--- config.mk ---
export PLATFORM = sky130hd
export DESIGN_NAME = rs232_rx_fifo
export DESIGN_NICKNAME = d
export VERILOG_FILES = /design/src/rtl/rs232_pkg.sv /design/src/rtl/rs232_fifo_mem.sv /design/src/rtl/rs232_rx_fifo.sv
export SDC_FILE = /design/constraint.sdc
export NUM_CORES = 1
export LEC_CHECK = 0
export CORE_MARGIN = 1
export CORE_UTILIZATION = 30
export DETAILED_ROUTE_END_ITERATION = 8
export MAX_ROUTING_LAYER = met4
export PLACE_DENSITY = 0.49
export SKIP_LAST_GASP = 1
export SYNTH_ARGS = -nofsm -noshare
export SYNTH_HDL_FRONTEND = slang
export SYNTH_HIERARCHICAL = 1
export SYNTH_SLANG_ARGS = --single-unit
--- constraint.sdc ---
create_clock -name clock -period 4.7 [get_ports clock]
set_input_delay 0.705 -clock clock [delete_from_list [all_inputs] [get_ports clock]]
set_output_delay 0.705 -clock clock [all_outputs]
set_load 0.02 [all_outputs]
--- src/rtl/rs232_pkg.sv ---
`default_nettype none
// ============================================================================
//  Module      : rs232_pkg
//  Description : Shared character and timing constants for the rs232 blocks.
//  Revision    : 1.0 - initial release
// ============================================================================
package rs232_pkg;

  localparam logic [7:0] CHAR_CR = 8'h0D;
  localparam logic [7:0] CHAR_LF = 8'h0A;

  localparam int unsigned DEFAULT_CLK_HZ = 50_000_000;
  localparam int unsigned DEFAULT_BAUD   = 115_200;

endpackage
`default_nettype wire

--- src/rtl/rs232_fifo_mem.sv ---
`default_nettype none
// ============================================================================
//  Module      : rs232_fifo_mem
//  Description : 2**ADDR_W x 8 storage, synchronous write, asynchronous read.
//  Revision    : 1.0 - initial release
// ============================================================================
module rs232_fifo_mem
  import rs232_pkg::*;
#(
  parameter int ADDR_W = 4
) (
  input  logic              clock,
  input  logic              wr_en,
  input  logic [ADDR_W-1:0] wr_addr,
  input  logic [7:0]        wr_data,
  input  logic [ADDR_W-1:0] rd_addr,
  output logic [7:0]        rd_data
);

  // Contents are deliberately left unreset; occupancy is tracked by the owner.
  logic [7:0] r_mem [0:(2**ADDR_W)-1];

  always_ff @(posedge clock) begin
    if (wr_en) begin
      r_mem[wr_addr] <= wr_data;
    end
  end

  assign rd_data = r_mem[rd_addr];

endmodule
`default_nettype wire

--- src/rtl/rs232_rx_fifo.sv ---
`default_nettype none
// ============================================================================
//  Module      : rs232_rx_fifo
//  Description : FWFT receive byte buffer with overflow flag and line counter.
//  Revision    : 1.0 - initial release
// ============================================================================
module rs232_rx_fifo
  import rs232_pkg::*;
#(
  parameter int         DEPTH_LOG2 = 4,
  parameter logic [7:0] TERM       = CHAR_CR
) (
  input  logic                clock,
  input  logic                reset,
  input  logic [7:0]          rx_data,
  input  logic                rx_vld,
  output logic [7:0]          out_data,
  output logic                out_valid,
  input  logic                out_ready,
  output logic [DEPTH_LOG2:0] count,
  output logic                full,
  output logic                overflow,
  input  logic                clr_ovf,
  output logic [DEPTH_LOG2:0] lines,
  output logic                line_avail
);

  localparam int unsigned               c_DEPTH   = 2**DEPTH_LOG2;
  localparam logic [DEPTH_LOG2:0]       c_FULL    = (DEPTH_LOG2+1)'(c_DEPTH);
  localparam logic [DEPTH_LOG2:0]       c_CNT_ONE = (DEPTH_LOG2+1)'(1);
  localparam logic [DEPTH_LOG2-1:0]     c_PTR_ONE = DEPTH_LOG2'(1);

  logic [DEPTH_LOG2-1:0] r_wr_ptr;
  logic [DEPTH_LOG2-1:0] r_rd_ptr;
  logic [DEPTH_LOG2:0]   r_count;
  logic [DEPTH_LOG2:0]   r_lines;
  logic                  r_overflow;

  logic [7:0] w_head;
  logic       w_valid;
  logic       w_full;
  logic       w_pop;
  logic       w_wr;
  logic       w_drop;
  logic       w_wr_term;
  logic       w_pop_term;

  assign w_valid    = (r_count != '0);
  assign w_full     = (r_count == c_FULL);
  assign w_pop      = w_valid & out_ready;
  // A full FIFO still takes a byte when the head leaves on the same edge.
  assign w_wr       = rx_vld & (~w_full | w_pop);
  assign w_drop     = rx_vld & w_full & ~w_pop;
  assign w_wr_term  = w_wr & (rx_data == TERM);
  assign w_pop_term = w_pop & (w_head == TERM);

  rs232_fifo_mem #(
    .ADDR_W (DEPTH_LOG2)
  ) u_mem (
    .clock   (clock),
    .wr_en   (w_wr),
    .wr_addr (r_wr_ptr),
    .wr_data (rx_data),
    .rd_addr (r_rd_ptr),
    .rd_data (w_head)
  );

  always_ff @(posedge clock or posedge reset) begin
    if (reset) begin
      r_wr_ptr   <= '0;
      r_rd_ptr   <= '0;
      r_count    <= '0;
      r_lines    <= '0;
      r_overflow <= 1'b0;
    end else begin
      if (w_wr) begin
        r_wr_ptr <= r_wr_ptr + c_PTR_ONE;
      end
      if (w_pop) begin
        r_rd_ptr <= r_rd_ptr + c_PTR_ONE;
      end

      if (w_wr && !w_pop) begin
        r_count <= r_count + c_CNT_ONE;
      end else if (!w_wr && w_pop) begin
        r_count <= r_count - c_CNT_ONE;
      end

      if (w_wr_term && !w_pop_term) begin
        r_lines <= r_lines + c_CNT_ONE;
      end else if (!w_wr_term && w_pop_term) begin
        r_lines <= r_lines - c_CNT_ONE;
      end

      // A fresh drop outranks a simultaneous clear.
      if (w_drop) begin
        r_overflow <= 1'b1;
      end else if (clr_ovf) begin
        r_overflow <= 1'b0;
      end
    end
  end

  assign out_valid  = w_valid;
  assign out_data   = w_valid ? w_head : 8'h00;
  assign count      = r_count;
  assign full       = w_full;
  assign overflow   = r_overflow;
  assign lines      = r_lines;
  assign line_avail = (r_lines != '0);

endmodule
`default_nettype wire

# Yosys cells after proc, flatten, opt, wreduce, memory -nomap -nowiden
# Memory sizes are Yosys's and may differ from the RTL's.
# Cells that the tools add are included.
[totals]
regBits = 19
n_memories = 1
inputBits = 13
ramBits = 128
[memory_table]
columns = ["name", "depth", "width", "read_ports", "rd_clocked_by_memory_dff", "wr", "line_no", "text"]
rows = [
  ["u_mem.r_mem", 16, 8, 1, 0, 1, "rs232_fifo_mem.sv:21", "logic [7:0] r_mem [0:(2**ADDR_W)-1];"],
]
[classes]
n_mux = 9
addsub = 6
eq_ne = 3
bitwise = 9
reduce_logical = 13
[op_table]
columns = ["op", "count"]
rows = [
  ["two-way mux 5 bit", 4],
  ["equality test 8 x 4 -> 1 bit (second input constant)", 2],
  ["adder 5 x 1 -> 5 bit (second input constant)", 2],
  ["nonzero test 5 bit", 2],
  ["subtractor 5 x 1 -> 5 bit (second input constant)", 2],
  ["adder 4 x 1 -> 4 bit (second input constant)", 2],
  ["two-way mux 8 bit", 1],
  ["bitwise AND 1 bit", 6],
  ["nonzero test 2 bit", 3],
  ["equality test 5 bit (second input constant)", 1],
  ["logical AND 1 bit", 4],
  ["logical NOT 1 bit", 4],
  ["two-way mux 1 bit", 4],
  ["inverter 1 bit", 2],
  ["OR 1 bit", 1],
]

# Logic depth before layout (Yosys ltp)
# Gate-level depths: netlist of the first run.
[logic_depth]
word_depth = 9
ltp_mapped = 14
mapped_depth_nobuf = 12

# Cells and area by module
# Netlist of the first run, hierarchy kept.
[modules_own_cells]
columns = ["module", "n_inst", "cells_per_inst", "area_each_um2"]
rows = [
  ["rs232_fifo_mem", 1, 221, 4987.3],
  ["rs232_rx_fifo", 1, 117, 1228.7],
]

# Least setup slack after synthesis of the first run
# OpenSTA, ideal clock, no wires.
[synth_path]
path_kind = "register to register"
from = "reg r_rd_ptr[0]"
to = "reg r_lines[4], in the netlist lines[4]"
setup_slack_ns = 1.531
setup_ns = 0.139
t_arrival_ns = 3.030
stages_incl_launch_ff = 14
cell_sequence = "dfrtp_1 -> buf_6 -> buf_6 -> mux4_1 -> a22oi_1 -> nand2_1 -> nor4_1 -> nand4_1 -> ha_1 -> fa_1 -> nor2b_1 -> o2111ai_1 -> o31ai_1 -> o221ai_1"
[synth_between]
elab_chain_len = 6
elab_cells_between_ends = 8
[synth_lines]
columns = ["element", "line_no", "text"]
rows = [
  ["start: declaration", "rs232_rx_fifo.sv:34", "logic [DEPTH_LOG2-1:0] r_rd_ptr;"],
  ["start signal: assignment", "rs232_rx_fifo.sv:80", "r_rd_ptr <= r_rd_ptr + c_PTR_ONE;"],
  ["memory (16 x 8 bit) *", "--", ""],
  ["via w_head[1]", "rs232_rx_fifo.sv:39", "logic [7:0] w_head;"],
  ["equality test 8 x 4 -> 1 bit *", "rs232_rx_fifo.sv:55", "assign w_pop_term = w_pop & (w_head == TERM);"],
  ["bitwise AND 1 bit *", "rs232_rx_fifo.sv:55", ""],
  ["logical NOT 1 bit", "rs232_rx_fifo.sv:89", "if (w_wr_term && !w_pop_term) begin"],
  ["logical AND 1 bit", "rs232_rx_fifo.sv:89", ""],
  ["two-way mux 5 bit or nonzero test 2 bit (tied branches)", "--", ""],
  ["end signal: assignment", "rs232_rx_fifo.sv:90", "r_lines <= r_lines + c_CNT_ONE;"],
  ["end signal: assignment", "rs232_rx_fifo.sv:92", "r_lines <= r_lines - c_CNT_ONE;"],
  ["end: declaration", "rs232_rx_fifo.sv:36", "logic [DEPTH_LOG2:0] r_lines;"],
]
# The timed path passes the listed nets; every way through them passes the cells marked *.
# A chain may end at the register's enable or synchronous reset.

# Worst setup path after layout of the first run
# Same ends and word-level chain as after synthesis.

==> reports/metrics.yaml, run 1 <==
ios: 35
ir_worst_vdd_uv: 262
syn_avg_cell_area_sq_um: 18.4
worst-r2r-setup-slack_ns: 0.85
crit_buf_inv: 2
crit_path_end_kind: "register"
synth_area_sq_um: 6220
cp_data_required_time_ns: 4.99
ys.flop_type: "edfxtp_1"
hp-start: "overflow"
slew_headroom_pct: 31.2
dp_cells: 650
die_area_sq_um: 21300
fmax_mhz: 260
critical_path_class: "reg -> reg"
vias: 3195
hold_ws_ns: 0.502
min_path_type: "reg -> reg"
cts-hold-fix-buffers: 0
synth_fp_nets: 363
fin_area_sq_um: 7530
core-area_sq_um: 20300
drc: 0
p_sw_share_pct: 32.8
first_pass_iters: 4
drtIter0Drc: 224
synthToLayoutAreaGrowth_pct: 21.2
final_nets: 424
wl_per_cell_um: 19.4
die_h_um: 146
placed_area_sq_um: 6950
leakagePower_nw: 2.56
max-cap-violations: 0
worstHoldPathCells: 1
post-route-period-util_pct: 82.0
post-dp-hpwl_mm: 8.83
clk_pin_slew_ns: 0.06
grt-ovfl-total: 0
synth_edf_count: 128
final_layout_size_suffix_gt1_share_pct: 19.7
cts_resized: 0
fillers: 1899
cp_common_cell: "ha_1"
io_buffers: 34
seq_area_frac_synth_pct: 69.5
track_usage_pct: 13.9
cts-root-buf: "clkbuf_16"
cts_buffer_depth: 2
via_per_inst: 4.68
grt_pass1_wl_mm: 20.6
ant_nets: 0
synthArstFlopShare_pct: 12.9
finalSetupTns_ns: 0
h-tree-depth: 4
postCtsSetupRepairBufs: 0
numCtsBuffers: 17
status: "finished clean"
stdcell_count: 682
p_clk_share_pct: 27.8
finalClockSkew_ns: 0.00964
yosys_warnings: 6
rsz0062_at_grt: "false"
drv_slew: 0
hold_viol: 0
syn_inst: 338
ys_ff_latch: 147
startpoint_type: "register"
critPathMaxFanout: 12
core.rowCount: 52
grt_pass1_vias: 3390
power_frac_seq_pct: 37.5
clk_latency_ns: 0.42
r2r_start: "r_rd_ptr[0]"
cp_cell_sequence: "buf_4, mux4_1, a22oi_1, nand2_1, and4b_1, nand4_1, ha_1, inv_1, ha_1, nor2b_1, o2111ai_1, o31ai_1, o221ai_1"
grt_antenna_before_repair: 0
cp_slowest_cell: "mux4_1"
die_w_um: 146
hold_end: "overflow"
r2r-end: "lines[4]"
place.gp.congestion: 0.801
crit_family: "compound AO/OA/AOI/OAI gates"
cp.arrival_ns: 4.14
setup_violations: 0
finalWirelength_mm: 13.2
cpPeakStageDelay_ns: 0.59
grt_max_degree: 22
total_switching_power_mw: 1.56
cts_tree: "done"
numClockSinks: 147
diodes: 0
start_util_pct: 30.6
powerDensity_nw_per_um2: 630
intPower_mw: 3.19
worst_slew_pin_slew_ns: 1.03
p_comb_share_pct: 34.7
fin_crit_ns: 3.85
synth_cell_type_count: 52
ff2ff_path_depth: 13
==> sequential cells by signal, indices dropped and copies added, names as in the netlist <==
| signal | flops |
|---|---|
| count | 5 |
| r_rd_ptr | 4 |
| lines | 5 |
| u_mem/r_mem | 128 |
| overflow | 1 |
| r_wr_ptr | 4 |
==> metal layers <==
metal,GRT usage (%),vias to the layer above,share of wire [%]
met5,-,-,0
met4,4.89,0,1.1
met3,3.23,7,3.7
met2,21.6,57,50
met1,17.7,1644,46
li1,-,1487,-
==> layout by cell type (no fill, tap or decap), types with 3 or more instances in the layout <==
| master | count |
|---|---|
| edfxtp_1 | 128 |
| clkinv_4 | 3 |
| xnor2_1 | 8 |
| nor3_1 | 6 |
| a22oi_1 | 16 |
| nand3_1 | 4 |
| mux4_2 | 18 |
| nor4_1 | 3 |
| clkbuf_16 | 17 |
| inv_6 | 3 |
| mux4_1 | 14 |
| a21oi_1 | 4 |
| buf_4 | 20 |
| nand2_1 | 17 |
| nor2_1 | 14 |
| clkinvlp_4 | 5 |
| dfrtp_1 | 18 |
| o21ai_0 | 4 |
| clkdlybuf4s50_1 | 34 |
| ha_1 | 10 |
| and2_1 | 9 |
| inv_1 | 9 |
| xor2_1 | 5 |
==> how the worst max path moves through the flow <==
stage	from	to	slack, ns	cells after the start
after floorplan	r_rd_ptr[0]	lines[4]	1.53	13
after global placement	r_rd_ptr[0]	lines[4]	0.87	12
after detailed placement	r_rd_ptr[0]	lines[4]	0.88	13
after CTS	r_rd_ptr[0]	out_data[0]	0.84	6
after global routing	r_rd_ptr[0]	lines[4]	0.68	13
final	r_rd_ptr[0]	lines[4]	0.85	13
==> area by class of cell <==
type / instances / area (sq um) / area share (%)
inverter: 9 / 33.8 / 0.448
multi-input combinational: 170 / 1770 / 23.5
clock buffer: 18 / 429 / 5.70
timing repair buffer: 54 / 490 / 6.51
sequential: 147 / 4320 / 57.3
tap: 270 / 338 / 4.48
clock inverter: 14 / 155 / 2.06
==> synth_stat cells, drive strengths merged, types with 5 or more instances <==
| cell | count | area [sq um] |
|---|---|---|
| inv | 9 | 33.8 |
| nor2 | 14 | 52.6 |
| nor3 | 6 | 30.0 |
| edfxtp | 128 | 3840 |
| xor2 | 5 | 43.8 |
| ha | 10 | 125 |
| and2 | 10 | 63.8 |
| mux4 | 32 | 773 |
| a22oi | 16 | 120 |
| buf | 9 | 66.3 |
| dfrtp | 19 | 475 |
| nand2 | 18 | 70.1 |
| xnor2 | 8 | 70.1 |
==> kinds of logic (layout without fill, tap and decap cells) <==
kind of cell / Yosys count / in the layout / synth area share (%)
flip-flops: 147 / 147 / 69.5
adder cells (fa/ha/maj): 12 / 12 / 2.66
AND/OR/NAND/NOR: 75 / 75 / 6.66
buffers and inverters: 21 / 95 / 2.09
AO/OA/AOI/OAI: 34 / 34 / 4.07
multiplexers: 36 / 36 / 13.2
XOR/XNOR: 13 / 13 / 1.83
==> through the flow <==
stage | utilization (%) | total power, mW | setup slack (ns)
2_1_floorplan | - | 2.88 | 1.53
3_3_place_gp | 34.2 | 3.46 | 0.873
3_5_place_dp | 34.2 | 3.48 | 0.881
4_1_cts | 37.1 | 4.81 | 0.840
5_1_grt | 37.1 | 5.00 | 0.683
6_report | 37.1 | 4.74 | 0.848
==> power groups by stage <==
stage / clock [mW] / combinational (mW) / sequential, mW
floorplan: 0 / 1.08 / 1.80
global placement: 0 / 1.66 / 1.80
detailed placement: 0 / 1.67 / 1.81
CTS: 1.36 / 1.68 / 1.78
global route: 1.41 / 1.79 / 1.81
finish: 1.32 / 1.65 / 1.78
Note: power is estimated with default switching activity, not from simulation.
==> run 2: changes to the inputs <==
--- a/config.mk
+++ b/config.mk
@@ -9,7 +9,7 @@
 export CORE_UTILIZATION = 30
 export DETAILED_ROUTE_END_ITERATION = 8
 export MAX_ROUTING_LAYER = met4
-export PLACE_DENSITY = 0.49
+export PLACE_DENSITY = 0.5
 export SKIP_LAST_GASP = 1
 export SYNTH_ARGS = -nofsm -noshare
 export SYNTH_HDL_FRONTEND = slang
==> constraint.sdc (replaced) <==
create_clock -name clock -period 3.4 [get_ports clock]
set_input_delay 0.51 -clock clock [delete_from_list [all_inputs] [get_ports clock]]
set_output_delay 0.51 -clock clock [all_outputs]
set_load 0.02 [all_outputs]
==> run 2 against run 1 <==
Against the previous run:
- hold slack improved by 0.0067 ns
- first-iteration DRC count rose by 6.3%
- register-to-register slack got worse by 0.82 ns
- setup slack got worse by 0.82 ns
- non-clock buffer count rose by 38
- via count rose by 6.8%
- flip-flop and latch count did not move
- clock skew fell by 0.0039 ns
- count of clock-buffer cells in the layout fell by 1
- utilization rose by 2.3 points
- power rose by 51%
- largest cell class unchanged
- largest power group is now combinational logic
- highest routed layer unchanged
==> reports/metrics.yaml, run 2 (same netlist as run 1, synthesis figures left out) <==
status: "finished clean"
final_layout_size_suffix_gt1_share_pct: 32.0
grt_pass1_vias: 3583
critPathMaxFanout: 5
powerDensity_nw_per_um2: 896
fmax_mhz: 297
crit_path_end_kind: "register"
fin_area_sq_um: 7990
track_usage_pct: 14.4
grt_max_degree: 27
total_switching_power_mw: 2.34
intPower_mw: 4.82
leakagePower_nw: 2.81
die_area_sq_um: 21300
diodes: 0
grt_antenna_before_repair: 1
crit_buf_inv: 4
core-area_sq_um: 20300
critical_path_class: "reg -> reg"
largest_register_ffs: 128
ir_worst_vdd_uv: 450
post-route-period-util_pct: 99.0
via_per_inst: 4.74
final_cell_mix: "edfxtp_1, buf_4, clkdlybuf4s50_1"
ff2ff_path_depth: 15
rsz0062_at_grt: "true"
cp_common_cell: "nand2_1"
min_path_type: "reg -> reg"
h-tree-depth: 4
core.rowCount: 52
r2r_start: "r_rd_ptr[0]"
r2r-end: "lines[4]"
fin_crit_ns: 3.37
cp.arrival_ns: 3.65
cp.depth: 15
final_nets: 462
p_total_mw: 7.16
ios: 35
synthToLayoutAreaGrowth_pct: 28.6
p_clk_share_pct: 26.2
crit_family: "simple AND/OR/NAND/NOR gates"
layout_commonest_cell: "edfxtp_1"
power_frac_seq_pct: 34.0
die_w_um: 146
drc: 0
drtIter0Drc: 238
wl_per_cell_um: 19.6
regMostFlops: "u_mem/r_mem"
utilization_pct: 39.4
cp_slowest_cell: "mux4_2"
place.gp.congestion: 0.756
hold_ws_ns: 0.509
ant_nets: 0
grt-ovfl-total: 0
place_ws_ns: -0.192
endpoint: "lines[4]"
placed_area_sq_um: 7180
first_pass_iters: 4
die_h_um: 146
start_util_pct: 30.6
startpoint_type: "register"
p_comb_share_pct: 39.8
post-dp-hpwl_mm: 8.97
clk_latency_ns: 0.42
drv_slew: 0
startpoint: "r_rd_ptr[0]"
clk_pin_slew_ns: 0.06
finalWirelength_mm: 14.1
vias: 3411
cp_cell_sequence: "buf_6, buf_12, mux4_2, a22oi_2, nand2_1, nor4_2, buf_4, nand4_1, ha_2, inv_2, ha_1, nor4_1, a31oi_1, nand2_1, o221ai_1"
io_buffers: 34
slew_headroom_pct: 47.3
cts_tree: "done"
hold_viol: 0
cts_buffer_depth: 2
finalWorstSetupSlack_ns: 0.0327
p_sw_share_pct: 32.7
numCtsBuffers: 17
numClockSinks: 147
finalClockSkew_ns: 0.00578
cp_data_required_time_ns: 3.69
worst_slew_pin_slew_ns: 0.789
max-cap-violations: 0
cpPeakStageDelay_ns: 0.53
worst-r2r-setup-slack_ns: 0.03
setup_violations: 0
grt_pass1_wl_mm: 21.3
cts-root-buf: "clkbuf_16"
-- run 2: cell count changes in the layout (fill, tap and decap cells not counted), moves of 2 or more --
cell and delta:
mux4_1 -6, a22oi_1 -11, buf_4 +30, buf_12 +3, clkinvlp_4 -4, clkbuf_16 +2
clkdlybuf4s50_1 -2, dlymetal6s2s_1 +2, a22oi_2 +11, mux4_2 +6, clkinv_1 +2, buf_6 +2
inv_8 +2
-- run 2: routing by layer --
layer	wire (um)	track usage, %	share of wire (%)
met1	6280	17.8	45
met2	7010	22.8	50
met3	504	3.20	3.6
met4	304	6.00	2.2
met5	0	-	0
-- run 2: area by class of cell --
class	count	area, sq um
clock inverter	15	175
timing repair buffer	92	868
fill	1879	12300
sequential	147	4320
tap	270	338
inverter	9	33.8
multi-input combinational	170	1830
clock buffer	17	425
-- run 2: worst min path at each step --
stage	from	to	slack (ns)	depth (start not counted)
2_1_floorplan	reset	count[0]	0.46	1
3_3_place_gp	overflow	overflow	0.48	1
3_5_place_dp	overflow	overflow	0.50	1
4_1_cts	overflow	overflow	0.51	1
5_1_grt	overflow	overflow	0.56	1
6_report	overflow	overflow	0.51	1
-- run 2: power by group through the flow --
stage	sequential, mW	clock [mW]	combinational, mW
global route	2.47	2.00	3.07
CTS	2.44	1.92	2.62
finish	2.43	1.88	2.85
detailed placement	2.47	0	2.56
global placement	2.46	0	2.56
floorplan	2.49	0	1.49
-- run 2: worst reg2reg max path, stage by stage, from the launching register on --
cell and delay, ns:
dfrtp_2 0.40, buf_6 0.13, buf_12 0.12, mux4_2 0.54, a22oi_2 0.18, nand2_1 0.11, nor4_2 0.28, buf_4 0.15
nand4_1 0.13, ha_2 0.26, inv_2 0.08, ha_1 0.25, nor4_1 0.33, a31oi_1 0.08, nand2_1 0.08, o221ai_1 0.12
-- run 2: stage by stage --
step	instances	TNS (ns)
after floorplan	338	0
after global placement	676	-0.123
after detailed placement	676	-0.295
after CTS	708	0
after global routing	720	-0.339
final	720	0
-- run 2: repair_timing --
action                     CTS  global route
hold buffers                 0             0
setup buffers                0            10
pin swaps                    2            11
resized for setup           10            23
cloned                       0             2
setup endpoints to repair    3             5
==> run 3: changes to the inputs <==
--- a/config.mk
+++ b/config.mk
@@ -6,12 +6,11 @@
 export NUM_CORES = 1
 export LEC_CHECK = 0
 export CORE_MARGIN = 1
-export CORE_UTILIZATION = 30
+export CORE_UTILIZATION = 25
 export DETAILED_ROUTE_END_ITERATION = 8
 export MAX_ROUTING_LAYER = met4
-export PLACE_DENSITY = 0.5
+export PLACE_DENSITY = 0.41
 export SKIP_LAST_GASP = 1
 export SYNTH_ARGS = -nofsm -noshare
 export SYNTH_HDL_FRONTEND = slang
-export SYNTH_HIERARCHICAL = 1
 export SYNTH_SLANG_ARGS = --single-unit
==> run 3 against run 2 <==
Against the previous run:
- hold slack improved by 0.015 ns
- count of clock-buffer cells in the layout unchanged
- largest power group unchanged
- first-iteration DRC count increased by 31%
- area after synthesis increased by 0.76%
- setup slack got worse by 0.19 ns
- maximum frequency decreased by 5.2%
- flip-flop and latch count unchanged
- via count decreased by 0.73%
- the run now ends with setup timing left
- utilization decreased by 6.6 points
- sequential power decreased by 2%
==> reports/metrics.yaml, run 3 <==
syn_avg_cell_area_sq_um: 18.2
start_util_pct: 25.6
grt_max_degree: 26
placed_area_sq_um: 7310
layout_commonest_cell: "edfxtp_1"
critical_path_class: "reg -> reg"
multiInputGateArea_sq_um: 1780
final_cell_mix: "edfxtp_1, buf_4, clkdlybuf4s50_1"
fin_area_sq_um: 8010
cts_buffer_depth: 2
synth_most_common_cell: "edfxtp_1"
first_pass_iters: 4
cts_tree: "done"
cpPeakStageDelay_ns: 0.60
status: "complete, but fails checks"
grt-ovfl-total: 0
numClockSinks: 147
diodes: 0
ir_worst_vdd_uv: 358
p_total_mw: 7.03
final_layout_size_suffix_gt1_share_pct: 28.4
synthToLayoutAreaGrowth_pct: 27.8
synth_cell_type_count: 44
powerDensity_nw_per_um2: 879
post-dp-hpwl_mm: 10.5
io_buffers: 34
grt_pass1_wl_mm: 23.3
utilization_pct: 32.7
die_h_um: 160
die_w_um: 160
synth_edf_count: 128
startpoint_type: "register"
synth_fp_nets: 373
seq_area_frac_synth_pct: 69.0
syn_inst: 344
core-area_sq_um: 24500
fillers: 2367
crit_family: "simple AND/OR/NAND/NOR gates"
clk_pin_slew_ns: 0.07
synthArstFlopShare_pct: 12.9
worst_slew_pin_slew_ns: 1.29
max-cap-violations: 0
clk_latency_ns: 0.42
core.rowCount: 57
largest_register_ffs: 128
critPathMaxFanout: 4
finalSetupTns_ns: -0.153
fin_crit_ns: 3.55
numCtsBuffers: 17
hold_viol: 0
grt_antenna_before_repair: 1
cp.arrival_ns: 3.90
drc: 0
leakagePower_nw: 2.86
crit_path_end_kind: "register"
via_per_inst: 4.34
synthDominantCellAreaShare_pct: 61.4
hold_ws_ns: 0.524
ant_nets: 0
synth_top_area_cell: "edfxtp_1"
cp_cell_sequence: "buf_4, clkbuf_16, mux4_1, a22o_1, nor2_2, nor4_2, buf_4, nand4_1, ha_2, inv_1, ha_1, nor2b_1, o21a_1, or3_1, a21oi_2, xor2_1"
track_usage_pct: 13.2
die_area_sq_um: 25700
ys_ff_latch: 147
setup_violations: 1
synth.area.top_cells: "edfxtp_1, dfrtp_1, mux4_1"
regArea_sq_um: 4320
violations: "setup timing"
ios: 35
drtIter0Drc: 311
yosys_warnings: 0
synth_area_sq_um: 6260
cp_slowest_cell: "mux4_1"
crit_buf_inv: 4
cp_common_cell: "buf_4"
slew_headroom_pct: 13.5
cp_data_required_time_ns: 3.75
fmax_mhz: 281
grt_pass1_vias: 3463
wl_per_cell_um: 20.3
finalClockSkew_ns: 0.00745
h-tree-depth: 4
place.gp.congestion: 0.756
netlist_top_cells_count: "edfxtp_1, nor2_1, dfrtp_1, nand2_1, mux4_1"
rsz0062_at_grt: "true"
vias: 3386
regMostFlops: "u_mem.r_mem"
cts-root-buf: "clkbuf_16"
drv_slew: 0
post-route-period-util_pct: 104
final_nets: 473
min_path_type: "reg -> reg"
ys.flop_type: "edfxtp_1"
finalWirelength_mm: 15.8
finalWorstSetupSlack_ns: -0.153
==> run 3: cell count changes in the layout (fill, tap and decap cells not counted), moves of 4 or more <==
| cell | previous run | this run |
|---|---|---|
| inv_1 | 8 | 12 |
| nor2_1 | 14 | 20 |
| a21oi_1 | 3 | 7 |
| clkinvlp_4 | 1 | 5 |
| o21ai_0 | 3 | 8 |
| a22o_1 | 0 | 5 |
| mux4_1 | 8 | 13 |
| mux4_2 | 24 | 19 |
| a22oi_2 | 11 | 4 |
| and2_1 | 9 | 3 |
| buf_4 | 50 | 57 |
| ha_1 | 9 | 13 |
| a22oi_1 | 5 | 0 |
==> run 3: repair_timing <==
item / CTS / global route
hold buffers: 0 / 0
gates cloned: 0 / 2
setup buffers: 2 / 4
pin swaps: 0 / 6
resized for setup: 4 / 14
endpoints found under the setup margin: 4 / 3
==> run 3: worst paths after layout <==
check / end / startpoint / slack (ns) / cells after the start
min in group asynchronous: overflow / reset / 0.56 / 2
setup / recovery: lines[4] / r_rd_ptr[0] / -0.15 / 16
hold / removal: lines[4] / lines[4] / 0.52 / 1
max in group asynchronous: r_rd_ptr[0] / reset / 2.27 / 2
hold reg to reg: lines[4] / lines[4] / 0.52 / 1
setup reg to reg: lines[4] / r_rd_ptr[0] / -0.15 / 16
==> run 3: report_power, final <==
group | internal (mW) | leakage [nW] | switching (mW)
Sequential | 2.22 | 1.39 | 0.175
Combinational | 1.41 | 1.20 | 1.40
Clock | 1.02 | 0.264 | 0.801
Total | 4.66 | 2.86 | 2.38
==> run 3: cell families (layout without fill, tap and decap cells) <==
kind of cell	after synthesis	after routing	synth area share (%)
xor gates and xnor gates	15	15	2.10
adders and majority gates	16	16	3.44
muxes	38	38	13.5
DFF	147	147	69.0
buffers and inverters	27	140	2.78
and+or+nand+nor	69	69	5.59
AOI/OAI and AO/OA	32	32	3.62
==> run 3: layer usage <==
layer | GRT usage [%] | share of wire, % | up-vias | wire (um)
met2 | 20.0 | 48 | 67 | 7530
met3 | 3.38 | 5.1 | 12 | 802
li1 | - | - | 1555 | -
met1 | 17.6 | 46 | 1752 | 7360
met4 | 3.64 | 0.88 | 0 | 139
met5 | - | 0 | - | 0
==> run 3: cell type report <==
cell class	count	share of cell area, %
Clock inverter	15	1.83
Sequential cell	147	54.0
Clock buffer	17	5.31
Tap cell	324	5.06
Inverter	12	0.563
Timing Repair Buffer	96	11.0
Multi-Input combinational cell	170	22.3
==> run 3: per-stage QoR <==
step	std cells	setup slack [ns]
after floorplan	344	0.136
after global placement	741	-0.231
after detailed placement	741	-0.191
after CTS	775	-0.0974
after global routing	781	-0.300
final	781	-0.153
==> edit (flow settings as in run 3) <==
The parameter `DEPTH_LOG2` goes from 4 to 5.
--- a/src/rtl/rs232_rx_fifo.sv
+++ b/src/rtl/rs232_rx_fifo.sv
@@ -7,7 +7,7 @@
 module rs232_rx_fifo
   import rs232_pkg::*;
 #(
-  parameter int         DEPTH_LOG2 = 4,
+  parameter int         DEPTH_LOG2 = 5,
   parameter logic [7:0] TERM       = CHAR_CR
 ) (
   input  logic                clock,
Interface: changed (resized count and lines); port bits go from 35 to 37. No check against the original RTL was run, so the function may have changed too.
==> edit against run 3 <==
The flow still finishes with violations (setup timing); critical path type unchanged; area after synthesis increased by 84%; die area increased by 83%; synthesized cell count increased by 82%; critical endpoint is now lines[5]; sequential cell count increased by 132; wire length increased by 97%; worst hold slack got worse by 0.032 ns; worst setup slack got worse by 0.38 ns; total power increased by 83%; cell area increased by 85%.
==> edit: results (changes against run 3) <==
Logic synthesis
  • Ranking of synthesized cells by area: edfxtp_1, mux4_2, mux4_1 (was edfxtp_1, dfrtp_1, mux4_1)
  • Netlist cell types: 54 (was 44)
  • Synthesized Nets: 656 (was 373)
  • Top post-synthesis cells by count: edfxtp_1, nor2_1, mux4_2 (was edfxtp_1, nor2_1, dfrtp_1, nand2_1, mux4_1)
  • Post-synthesis sequential area ratio: 0.717 (was 0.690)

Layout
  • Max FFs per register: 256 (was 128)
  • Area delta synth->final: 28.4% (was 27.8%)
  • Nets: 824 (was 473)
  • Filler instances: 4,453 (was 2,367)
  • Layout cells sized above 1: 0.354 (was 0.284)

Timing
  • Setup TNS: -0.932 ns (was -0.153 ns)
  • Least-Margin Pin Slew: 1.01 ns (was 1.29 ns)
  • Final setup violation count: 6 (was 1)
  • Post-route setup slack: -0.535 ns (was -0.153 ns)
  • Worst clock skew: 0.0136 ns (was 0.00745 ns)
  • Hold Slack: 0.491 ns (was 0.524 ns)

Route
  • DR vias: 6,257 (was 3,386)
  • Drt wl/cell: 22.0 um (was 20.3 um)
  • Post-DR vias/cell: 4.43 (was 4.34)
  • DRT iter0 DRCs: 440 (was 311)

Hold path
  • Type of the most critical hold path: in -> async (was reg -> reg)

Power
  • NetSw: 4.26 mW (was 2.38 mW)

Clock tree
  • Resized cells post-CTS: 91 (was 4)
  • Inserted Clock Buffers: 31 (was 17)
  • Longest Clk Path Bufs: 3 (was 2)
  • Clock Latency Late Sink: 0.57 ns (was 0.42 ns)

Worst setup path
  • Worst Path Max Fanout: 7 (was 4)
  • Critical Path AT: 4.42 ns (was 3.90 ns)
  • Top delay family on crit path: compound AO/OA/AOI/OAI gates (was simple AND/OR/NAND/NOR gates)

Placement
  • DP Cell Count: 1,335 (was 741)
  • RePlAce Congestion: 0.795 (was 0.756)
  • PortBufs: 36 (was 34)

Status
  • Status: finished with violations (unchanged)
  • Failing checks: setup timing (unchanged)

Global routing
  • Largest net degree at the start of global routing: 33 (was 26)
  • Global-route wire length before repair: 46.1 mm (was 23.3 mm)
edit: layer usage:
layer	wire length, um	part of all wire	track usage	up-vias
li1	-	-	-	2830
met1	14400	0.46	0.189	3248
met2	14900	0.48	0.218	141
met3	1370	0.044	0.0254	38
met4	468	0.015	0.0263	0
met5	0	0	-	-
edit: cell families (layout without fill, tap and decap cells):
family          Yosys count  count (layout)  synth area share
compound gates           59              59            0.0361
xor+xnor                 17              17            0.0129
fa+ha+maj                18              18            0.0208
buf+inv                  46             234            0.0219
flops                   279             279             0.717
mux                      89              89             0.145
other cells               0               1                 0
simple gates            117             117            0.0470
edit: cell type report:
cell class	count	share of cell area
diodes	1	0.000169
flip-flops and latches	279	0.558
clock inverters	17	0.0112
inverters	16	0.00456
repair buffers	165	0.0991
multi-input cells	300	0.222
well taps	600	0.0507
clock buffers	36	0.0536
